--- src/rtl/seg7_pkg.sv ---
// seg7_pkg
//   Shared constants and helpers for the seven-segment scan driver.
//   - NUM_DIGITS       : number of multiplexed digits on the display
//   - SEG_0 .. SEG_F   : active-low segment codes {dp,g,f,e,d,c,b,a}, dp off
//   - SEG_BLANK        : all segments off
//   - hex2seg()        : nibble -> active-low 8-bit segment code
//   - lz_blank()       : leading-zero test for one hex digit position
package seg7_pkg;

  localparam int NUM_DIGITS = 8;

  typedef logic [2:0] digit_idx_t;

  localparam logic [7:0] SEG_0     = 8'hC0;
  localparam logic [7:0] SEG_1     = 8'hF9;
  localparam logic [7:0] SEG_2     = 8'hA4;
  localparam logic [7:0] SEG_3     = 8'hB0;
  localparam logic [7:0] SEG_4     = 8'h99;
  localparam logic [7:0] SEG_5     = 8'h92;
  localparam logic [7:0] SEG_6     = 8'h82;
  localparam logic [7:0] SEG_7     = 8'hF8;
  localparam logic [7:0] SEG_8     = 8'h80;
  localparam logic [7:0] SEG_9     = 8'h90;
  localparam logic [7:0] SEG_A     = 8'h88;
  localparam logic [7:0] SEG_B     = 8'h83;
  localparam logic [7:0] SEG_C     = 8'hC6;
  localparam logic [7:0] SEG_D     = 8'hA1;
  localparam logic [7:0] SEG_E     = 8'h86;
  localparam logic [7:0] SEG_F     = 8'h8E;
  localparam logic [7:0] SEG_BLANK = 8'hFF;

  // Hex nibble to active-low segment pattern (decimal point off).
  function automatic logic [7:0] hex2seg(input logic [3:0] nib);
    logic [7:0] code;
    case (nib)
      4'h0:    code = SEG_0;
      4'h1:    code = SEG_1;
      4'h2:    code = SEG_2;
      4'h3:    code = SEG_3;
      4'h4:    code = SEG_4;
      4'h5:    code = SEG_5;
      4'h6:    code = SEG_6;
      4'h7:    code = SEG_7;
      4'h8:    code = SEG_8;
      4'h9:    code = SEG_9;
      4'hA:    code = SEG_A;
      4'hB:    code = SEG_B;
      4'hC:    code = SEG_C;
      4'hD:    code = SEG_D;
      4'hE:    code = SEG_E;
      4'hF:    code = SEG_F;
      default: code = SEG_BLANK;
    endcase
    return code;
  endfunction

  // A digit is a leading zero when it and every more significant nibble of
  // the 32-bit hex word are zero. Digit 0 always shows, so a value of zero
  // still displays a single "0".
  function automatic logic lz_blank(input logic [31:0] word, input digit_idx_t idx);
    logic [31:0] upper;
    logic        blank;
    upper = word >> {idx, 2'b00};
    if (idx == 3'd0) begin
      blank = 1'b0;
    end else begin
      blank = (upper == 32'd0);
    end
    return blank;
  endfunction

endpackage

--- src/rtl/seg7_hex_dec.sv ---
// seg7_hex_dec
//   Combinational hex nibble to 7-segment decoder (active-low, no dp).
//   Ports:
//     i_nib   in  4  hex digit value
//     o_code  out 7  active-low segment code {g,f,e,d,c,b,a}
module seg7_hex_dec
  import seg7_pkg::*;
(
  input  logic [3:0] i_nib,
  output logic [6:0] o_code
);

  // The dp bit of the shared table is dropped; the caller owns the dp.
  assign o_code = 7'(hex2seg(i_nib));

endmodule

--- src/rtl/seg7_scan_ctrl.sv ---
// seg7_scan_ctrl
//   Time-multiplexed 8-digit seven-segment scan driver. A prescaler paces the
//   digit index; the display word and mode are latched once per frame so the
//   source may change at any time without tearing. Segment and anode outputs
//   are registered (one cycle behind the index/data they are computed from).
//   Ports:
//     clk         in   1   system clock
//     rst         in   1   synchronous active-high reset
//     i_data      in   64  display word (hex: [31:0]; raw: 8 segment bytes)
//     disp_mode   in   1   0 = hex nibbles, 1 = raw segment bytes
//     i_blank_lz  in   1   hex mode: blank leading zero digits (sampled live)
//     o_seg       out  8   active-low segments {dp,g,f,e,d,c,b,a}
//     o_sel       out  8   active-low digit anodes, bit0 = rightmost digit
//     o_frame     out  1   one-cycle pulse after each frame-latch load
module seg7_scan_ctrl
  import seg7_pkg::*;
#(
  parameter int SCAN_DIV = 100000,
  parameter int CNT_W    = 17
) (
  input  logic        clk,
  input  logic        rst,
  input  logic [63:0] i_data,
  input  logic        disp_mode,
  input  logic        i_blank_lz,
  output logic [7:0]  o_seg,
  output logic [7:0]  o_sel,
  output logic        o_frame
);

  localparam logic [CNT_W-1:0] CNT_LAST = CNT_W'(SCAN_DIV - 1);
  localparam digit_idx_t       IDX_LAST = 3'(NUM_DIGITS - 1);

  logic [CNT_W-1:0] cnt_q, cnt_d;
  digit_idx_t       idx_q, idx_d;
  logic [63:0]      data_q, data_d;
  logic             mode_q, mode_d;
  logic             load_pend_q, load_pend_d;
  logic [7:0]       seg_q, seg_d;
  logic [7:0]       sel_q, sel_d;
  logic             frame_q, frame_d;

  logic             tick_s;
  logic             load_s;
  logic [5:0]       nib_base_s;
  logic [5:0]       byte_base_s;
  logic [3:0]       nib_s;
  logic [6:0]       hex_code_s;
  logic             blank_s;

  assign tick_s = (cnt_q == CNT_LAST);

  // Load at the end of the last digit's slot, or once after reset so the
  // very first scan already shows the live inputs.
  assign load_s = (tick_s && (idx_q == IDX_LAST)) || load_pend_q;

  // Prescaler: counts 0..SCAN_DIV-1 and wraps.
  always_comb begin
    cnt_d = cnt_q;
    if (tick_s) begin
      cnt_d = {CNT_W{1'b0}};
    end else begin
      cnt_d = cnt_q + CNT_W'(1);
    end
  end

  // Digit index advances once per prescaler wrap; 3-bit overflow wraps 7->0.
  always_comb begin
    idx_d = idx_q;
    if (tick_s) begin
      idx_d = idx_q + 3'd1;
    end else begin
      idx_d = idx_q;
    end
  end

  // Frame latch: the only place data/mode are captured.
  always_comb begin
    data_d      = data_q;
    mode_d      = mode_q;
    load_pend_d = load_pend_q;
    if (load_s) begin
      data_d      = i_data;
      mode_d      = disp_mode;
      load_pend_d = 1'b0;
    end else begin
      data_d      = data_q;
      mode_d      = mode_q;
      load_pend_d = load_pend_q;
    end
  end

  assign nib_base_s  = {1'b0, idx_q, 2'b00};
  assign byte_base_s = {idx_q, 3'b000};
  assign nib_s       = data_q[nib_base_s +: 4];

  seg7_hex_dec u_hex_dec (
    .i_nib  (nib_s),
    .o_code (hex_code_s)
  );

  // Blank decision uses the latched word but the live blank-enable input.
  always_comb begin
    blank_s = 1'b0;
    if (i_blank_lz && !mode_q) begin
      blank_s = lz_blank(data_q[31:0], idx_q);
    end else begin
      blank_s = 1'b0;
    end
  end

  // Next segment pattern for the digit currently addressed by idx_q.
  always_comb begin
    seg_d = SEG_BLANK;
    if (mode_q) begin
      seg_d = data_q[byte_base_s +: 8];
    end else if (blank_s) begin
      seg_d = SEG_BLANK;
    end else begin
      seg_d = {1'b1, hex_code_s};
    end
  end

  // One-hot active-low anode select and the registered frame pulse.
  always_comb begin
    sel_d   = ~(8'b0000_0001 << idx_q);
    frame_d = load_s;
  end

  // State and output registers with synchronous reset.
  always_ff @(posedge clk) begin
    if (rst) begin
      cnt_q       <= {CNT_W{1'b0}};
      idx_q       <= 3'd0;
      data_q      <= 64'd0;
      mode_q      <= 1'b0;
      load_pend_q <= 1'b1;
      seg_q       <= SEG_BLANK;
      sel_q       <= 8'hFF;
      frame_q     <= 1'b0;
    end else begin
      cnt_q       <= cnt_d;
      idx_q       <= idx_d;
      data_q      <= data_d;
      mode_q      <= mode_d;
      load_pend_q <= load_pend_d;
      seg_q       <= seg_d;
      sel_q       <= sel_d;
      frame_q     <= frame_d;
    end
  end

  assign o_seg   = seg_q;
  assign o_sel   = sel_q;
  assign o_frame = frame_q;

endmodule

--- config.mk ---
export PLATFORM = sky130hd
export DESIGN_NAME = seg7_scan_ctrl
export DESIGN_NICKNAME = d
export VERILOG_FILES = /design/src/rtl/seg7_pkg.sv /design/src/rtl/seg7_hex_dec.sv /design/src/rtl/seg7_scan_ctrl.sv
export SDC_FILE = /design/constraint.sdc
export NUM_CORES = 1
export LEC_CHECK = 0
export BUFFER_PORTS_ARGS = -buffer_cell sky130_fd_sc_hd__buf_2
export CORE_MARGIN = 1.5
export CORE_UTILIZATION = 45
export CTS_CLUSTER_DIAMETER = 120
export CTS_CLUSTER_SIZE = 8
export DETAILED_ROUTE_END_ITERATION = 10
export GPL_TIMING_DRIVEN = 1
export PLACE_DENSITY_LB_ADDON = 0.2
export SKIP_CTS_REPAIR_TIMING = 1
export SYNTH_ARGS = -nofsm -noshare
export SYNTH_HDL_FRONTEND = slang
export SYNTH_SLANG_ARGS = --single-unit
--- constraint.sdc ---
create_clock -name clk -period 3.4 [get_ports clk]
set_clock_uncertainty 0.15 [all_clocks]
set_input_delay 0.68 -clock clk [delete_from_list [all_inputs] [get_ports clk]]
set_output_delay 0.68 -clock clk [all_outputs]
set_load 0.01 [all_outputs]
Word-level counts from Yosys, hierarchy flattened

Memories as Yosys holds them, arrays and structs flattened.
Cells that the tools add are included.

Memories kept: 1
Bits of input ports: 68
Register bits after elaboration: 103
Logic and storage cells: 29
Memory bits (read-only): 112

Bitwise gates (word level): 1
Reduce and logical (&&, ||, !) cells: 7
Shifts and indexed selects: 4
Equal/unequal tests: 2
$add $sub $neg: 2
Muxes and demuxes: 4

Memory list:

| memory          | depth | width | rd ports | clocked after memory_dff | write ports | RTL line       | text |
|---|---|---|---|---|---|---|---|
| (no name shown) | 16    | 7     | 1        | 0                        | 0           | seg7_pkg.sv:35 | `case (nib)` |

Operators by type and width:

| kind                                            | count |
|---|---|
| variable part select 64 x 6 -> 4 bit            | 1 |
| variable part select 64 x 7 -> 8 bit            | 1 |
| zero test 32 bit                                | 1 |
| right shift 32 x 5 -> 32 bit                    | 1 |
| adder 17 x 1 -> 17 bit, second input constant   | 1 |
| == test 17 bit, second input constant           | 1 |
| two-way mux 8 bit                               | 1 |
| NOT 8 bit                                       | 1 |
| left shift 1 x 3 -> 8 bit, first input constant | 1 |
| two-way mux 7 bit                               | 1 |
| adder 3 x 1 -> 3 bit, second input constant     | 1 |
| == test 3 bit, second input constant            | 1 |
| zero test 3 bit                                 | 1 |
| logical AND 1 bit                               | 2 |
| two-way mux 1 bit                               | 2 |
| OR reduction 2 bit                              | 1 |
| zero test 1 bit                                 | 1 |
| logical OR 1 bit                                | 1 |

Depth between registers and ports, before layout

Depth in word-level cells: 6
Gate-level depth with buffers: 10
Gate-level depth less buffers: 8

By module

Synthesis repeated with hierarchy kept, for this count alone.

Cell total of the unflattened synthesis: 565
Area, all modules: 4972.3 µm²

By module, submodules not included:

| module         | area each (µm²) | cells an instance | instances | seq. area each (µm²) |
|---|---|---|---|---|
| seg7_scan_ctrl | 4697.0          | 533               | 1         | 2062.0 |
| seg7_hex_dec   | 275.3           | 32                | 1         | 0.0 |

Worst setup path after synthesis

No wires, ideal clock.

Kind: register -> register
From: register idx_q[1]
To: register seg_q[0], in the netlist o_seg[0]
Clock period less this slack: 2.916 ns
Slack: 0.484 ns
Setup time: 0.078 ns
Data required time: 3.172 ns
Arrival time: 2.688 ns
Stages on the path, launching flop included: 11
Path through: dfxtp_1 > buf_2 > buf_2 > mux4_2 > mux2i_1 > ha_1 > nand2_1 > a211o_1 > o41ai_2 > o2111ai_2 > a32oi_1

Longest elaborated chain between the ends: 6
Elaborated cells on any way between the ends: 10

Ends and longest elaborated chain:

| item                                                             | RTL line              | text |
|---|---|---|
| start: declaration                                               | seg7_scan_ctrl.sv:35  | `digit_idx_t idx_q, idx_d;` |
| start signal: assignment                                         | seg7_scan_ctrl.sv:143 | `idx_q <= idx_d;` |
| branches (longest 5 deep; another with memory read (16 x 7 bit)) | n/a                   |  |
| two-way mux 8 bit *                                              | seg7_scan_ctrl.sv:115 | `if (mode_q) begin` |
| end signal: assignment                                           | seg7_scan_ctrl.sv:147 | `seg_q <= seg_d;` |
| end: declaration                                                 | seg7_scan_ctrl.sv:39  | `logic [7:0] seg_q, seg_d;` |

Mark *: on every way between the ends.
A chain may end at the register's enable or synchronous reset.

Final worst setup path

From: register idx_q[0]
To: register seg_q[0], in the netlist o_seg[0]

Same word-level chain as after synthesis.

==> results.toml <==
[status]
status = "complete, no violations"

[floorplanning]
dieArea_um2 = 11370
die_height_um = 106.6
die_w_um = 106.6
num_rows = 37
floorplan.io_pins = 85
coreArea_um2 = 10370
start_util_pct = 46.60

[placed_design]
dpl.hpwl_mm = 8.638
place_area_um2 = 5393
io_buffers = 84
place.gp.congestion = 0.9194

[layout]
fin_nets = 705
layout-drive-gt1-share_pct = 23.53
antenna_cells = 0
syn_to_final_growth_pct = 15.43
fin_area_um2 = 5578

[clock_tree]
clockBufferDepth = 2
numCtsBuffers = 9
cts_sinks = 103
clk_pin_slew_ns = 0.11
htreeDepth = 3
cts_tree = "done"
clock_latency_ns = 0.37
clockRootBuffer = "clkbuf_8"

[synth]
synth_top_area_share_pct = 42.67
syn_area_um2 = 4832
synth-edff-count = 0
post-synth-top-count-cell = "nand2_1"
ys_warn_count = 0
synth_cells = 552
async_reset_ff_share_pct = 0
synth_area_leader_cell = "dfxtp_1"
ys_types = 42
synth.area.top_cells = "dfxtp_1 (43%), nand2_1 (12%), mux4_2 (11%), a21oi_1 (7.4%), ha_1 (3.4%)"
synth_fp_nets = 633
synth_area_per_cell_um2 = 8.754
synth_commonest_cells = "nand2_1 (155), dfxtp_1 (103), a21oi_1 (71)"
ys_ff_latch = 103
synth-main-ff-cell = "dfxtp_1"
ys_seq_area_share_pct = 42.67

[setup_path]
crit_type = "flip-flop to flip-flop"
slowest_delay_ns = 0.56
crit_slowest_cell = "mux4_2"
cp_max_fo = 13
endpoint_kind = "flip-flop"
startpoint_type = "flip-flop"
path_buf_inv = 1
critPathTopFamily = "multiplexers"
cp.required_ns = 3.55
path_cells = "buf_4 -> mux4_2 -> mux2i_4 -> nand2_2 -> o41ai_2 -> o2111ai_2 -> a32oi_1"
critPathArrivalTime_ns = 3.13

[timing]
tns_ns = 0
min_period_ns = 2.979
worst_pin_slew_ns = 0.8939
drv_slew = 0
rsz0062_at_grt = "no"
maxClockFrequency_mhz = 335.7
setup-violations-final = 0
hold_viol = 0
period_share_pct = 87.62
maxSlewHeadroom_pct = 40.40

[global_route]
grt_pass1_vias = 3981
antenna_found_initial = 0
grt-ovfl-total = 0
grt_pass1_wl_mm = 19.32
grt_max_degree = 50
grt_use_total_pct = 21.29

[route]
ant_nets = 0
wl_per_cell_um = 15.11
first_pass_iters = 5
drc = 0
drt_wl_total_mm = 11.56
viasPerCell = 5.363
vias = 4103
drt-initial-drc-count = 246

[power_and_ir_drop]
leakage_nw = 2.238
total_power_mw = 2.344
p_per_area_nw_per_um2 = 420.3
peakVddDrop_v = 0.0003251

[hold_path]
worst_hold_path_type = "flip-flop to flip-flop"

[run]
maxCapViolCount = 0
through the flow:
stage / setup slack, ns / util, % / instances / hold slack (ns)
6_report: 0.4208 / 53.79 / 765 / 0.3070
5_1_grt: 0.1797 / 53.79 / 765 / 0.3317
4_1_cts: 0.4256 / 53.79 / 765 / 0.3083
3_5_place_dp: 0.4722 / 52.00 / 749 / 0.2932
3_3_place_gp: 0.5253 / 52.00 / 749 / 0.2869
2_1_floorplan: 0.4839 / - / 552 / 0.2786
final timing paths:
check | from | end | slack [ns] | cells after the start
setup reg to reg | idx_q[0] | o_seg[0] | 0.42 | 7
hold reg to reg | data_q[53] | data_q[53] | 0.31 | 2
setup / recovery | idx_q[0] | o_seg[0] | 0.42 | 7
hold / removal | data_q[53] | data_q[53] | 0.31 | 2
routing by layer:
| metal | up-vias | global-route usage [%] | part of all wire (%) |
|---|---|---|---|
| met5 | - | 0 | 0 |
| met4 | 0 | 5.810 | 1.1 |
| met3 | 13 | 3.708 | 5.2 |
| met2 | 112 | 34.57 | 47 |
| met1 | 1935 | 29.30 | 46 |
| li1 | 2043 | - | - |
logic make-up after synthesis:
logic type,Yosys count,synth area share [%]
AND/OR/NAND/NOR,239,20.77
buffers and inverters,45,4.013
adder cells (fa/ha/maj),13,3.366
XOR/XNOR,16,2.900
AO/OA/AOI/OAI,98,12.14
flip-flops,103,42.67
multiplexers,38,14.14
power by group:
part | switching (mW) | internal [mW] | total (mW)
Combinational | 0.155 | 0.131 | 0.286
Clock | 0.454 | 0.287 | 0.741
Sequential | 0.0475 | 1.27 | 1.32
worst register-to-register path, delay by kind of cell, from the launching register on:
family | cells | cell delay, ns
buffers and inverters | 1 | 0.29
flip-flops | 1 | 0.50
multiplexers | 2 | 0.93
AND/OR/NAND/NOR | 1 | 0.14
AO/OA/AOI/OAI | 3 | 0.91
area by class of cell:
class,count,area (µm²)
well taps,136,170.2
fillers,1020,4792
flip-flops and latches,103,2062
inverters,7,26.28
clock inverters,6,57.56
repair buffers,99,545.5
clock buffers,10,127.6
multi-input cells,404,2589
flip-flops by register name, summed over array words and instances (netlist names):
register	count
o_sel	8
o_seg	8
cnt_q	17
idx_q	3
load_pend_q	1
o_frame	1
mode_q	1
data_q	64
layout by cell type (no fill, tap or decap), types with 2 or more instances in the layout:
cell type,instances
xor2_1,10
a22oi_1,6
inv_8,2
and3_1,3
mux4_2,23
inv_6,3
mux2i_1,12
nand2_1,155
o22a_1,2
nor2_1,37
ha_1,13
mux2_2,2
a211oi_1,3
clkbuf_8,9
dfxtp_1,103
a32oi_1,9
nor3_1,7
buf_2,84
nand2b_1,2
nor2b_1,5
buf_4,14
a21oi_1,70
nand3_1,11
xnor2_1,6
and2_1,3
inv_1,6
nor4_1,4
nand4_1,5
o21ai_0,2
Note: power is estimated with default switching activity, not from simulation.
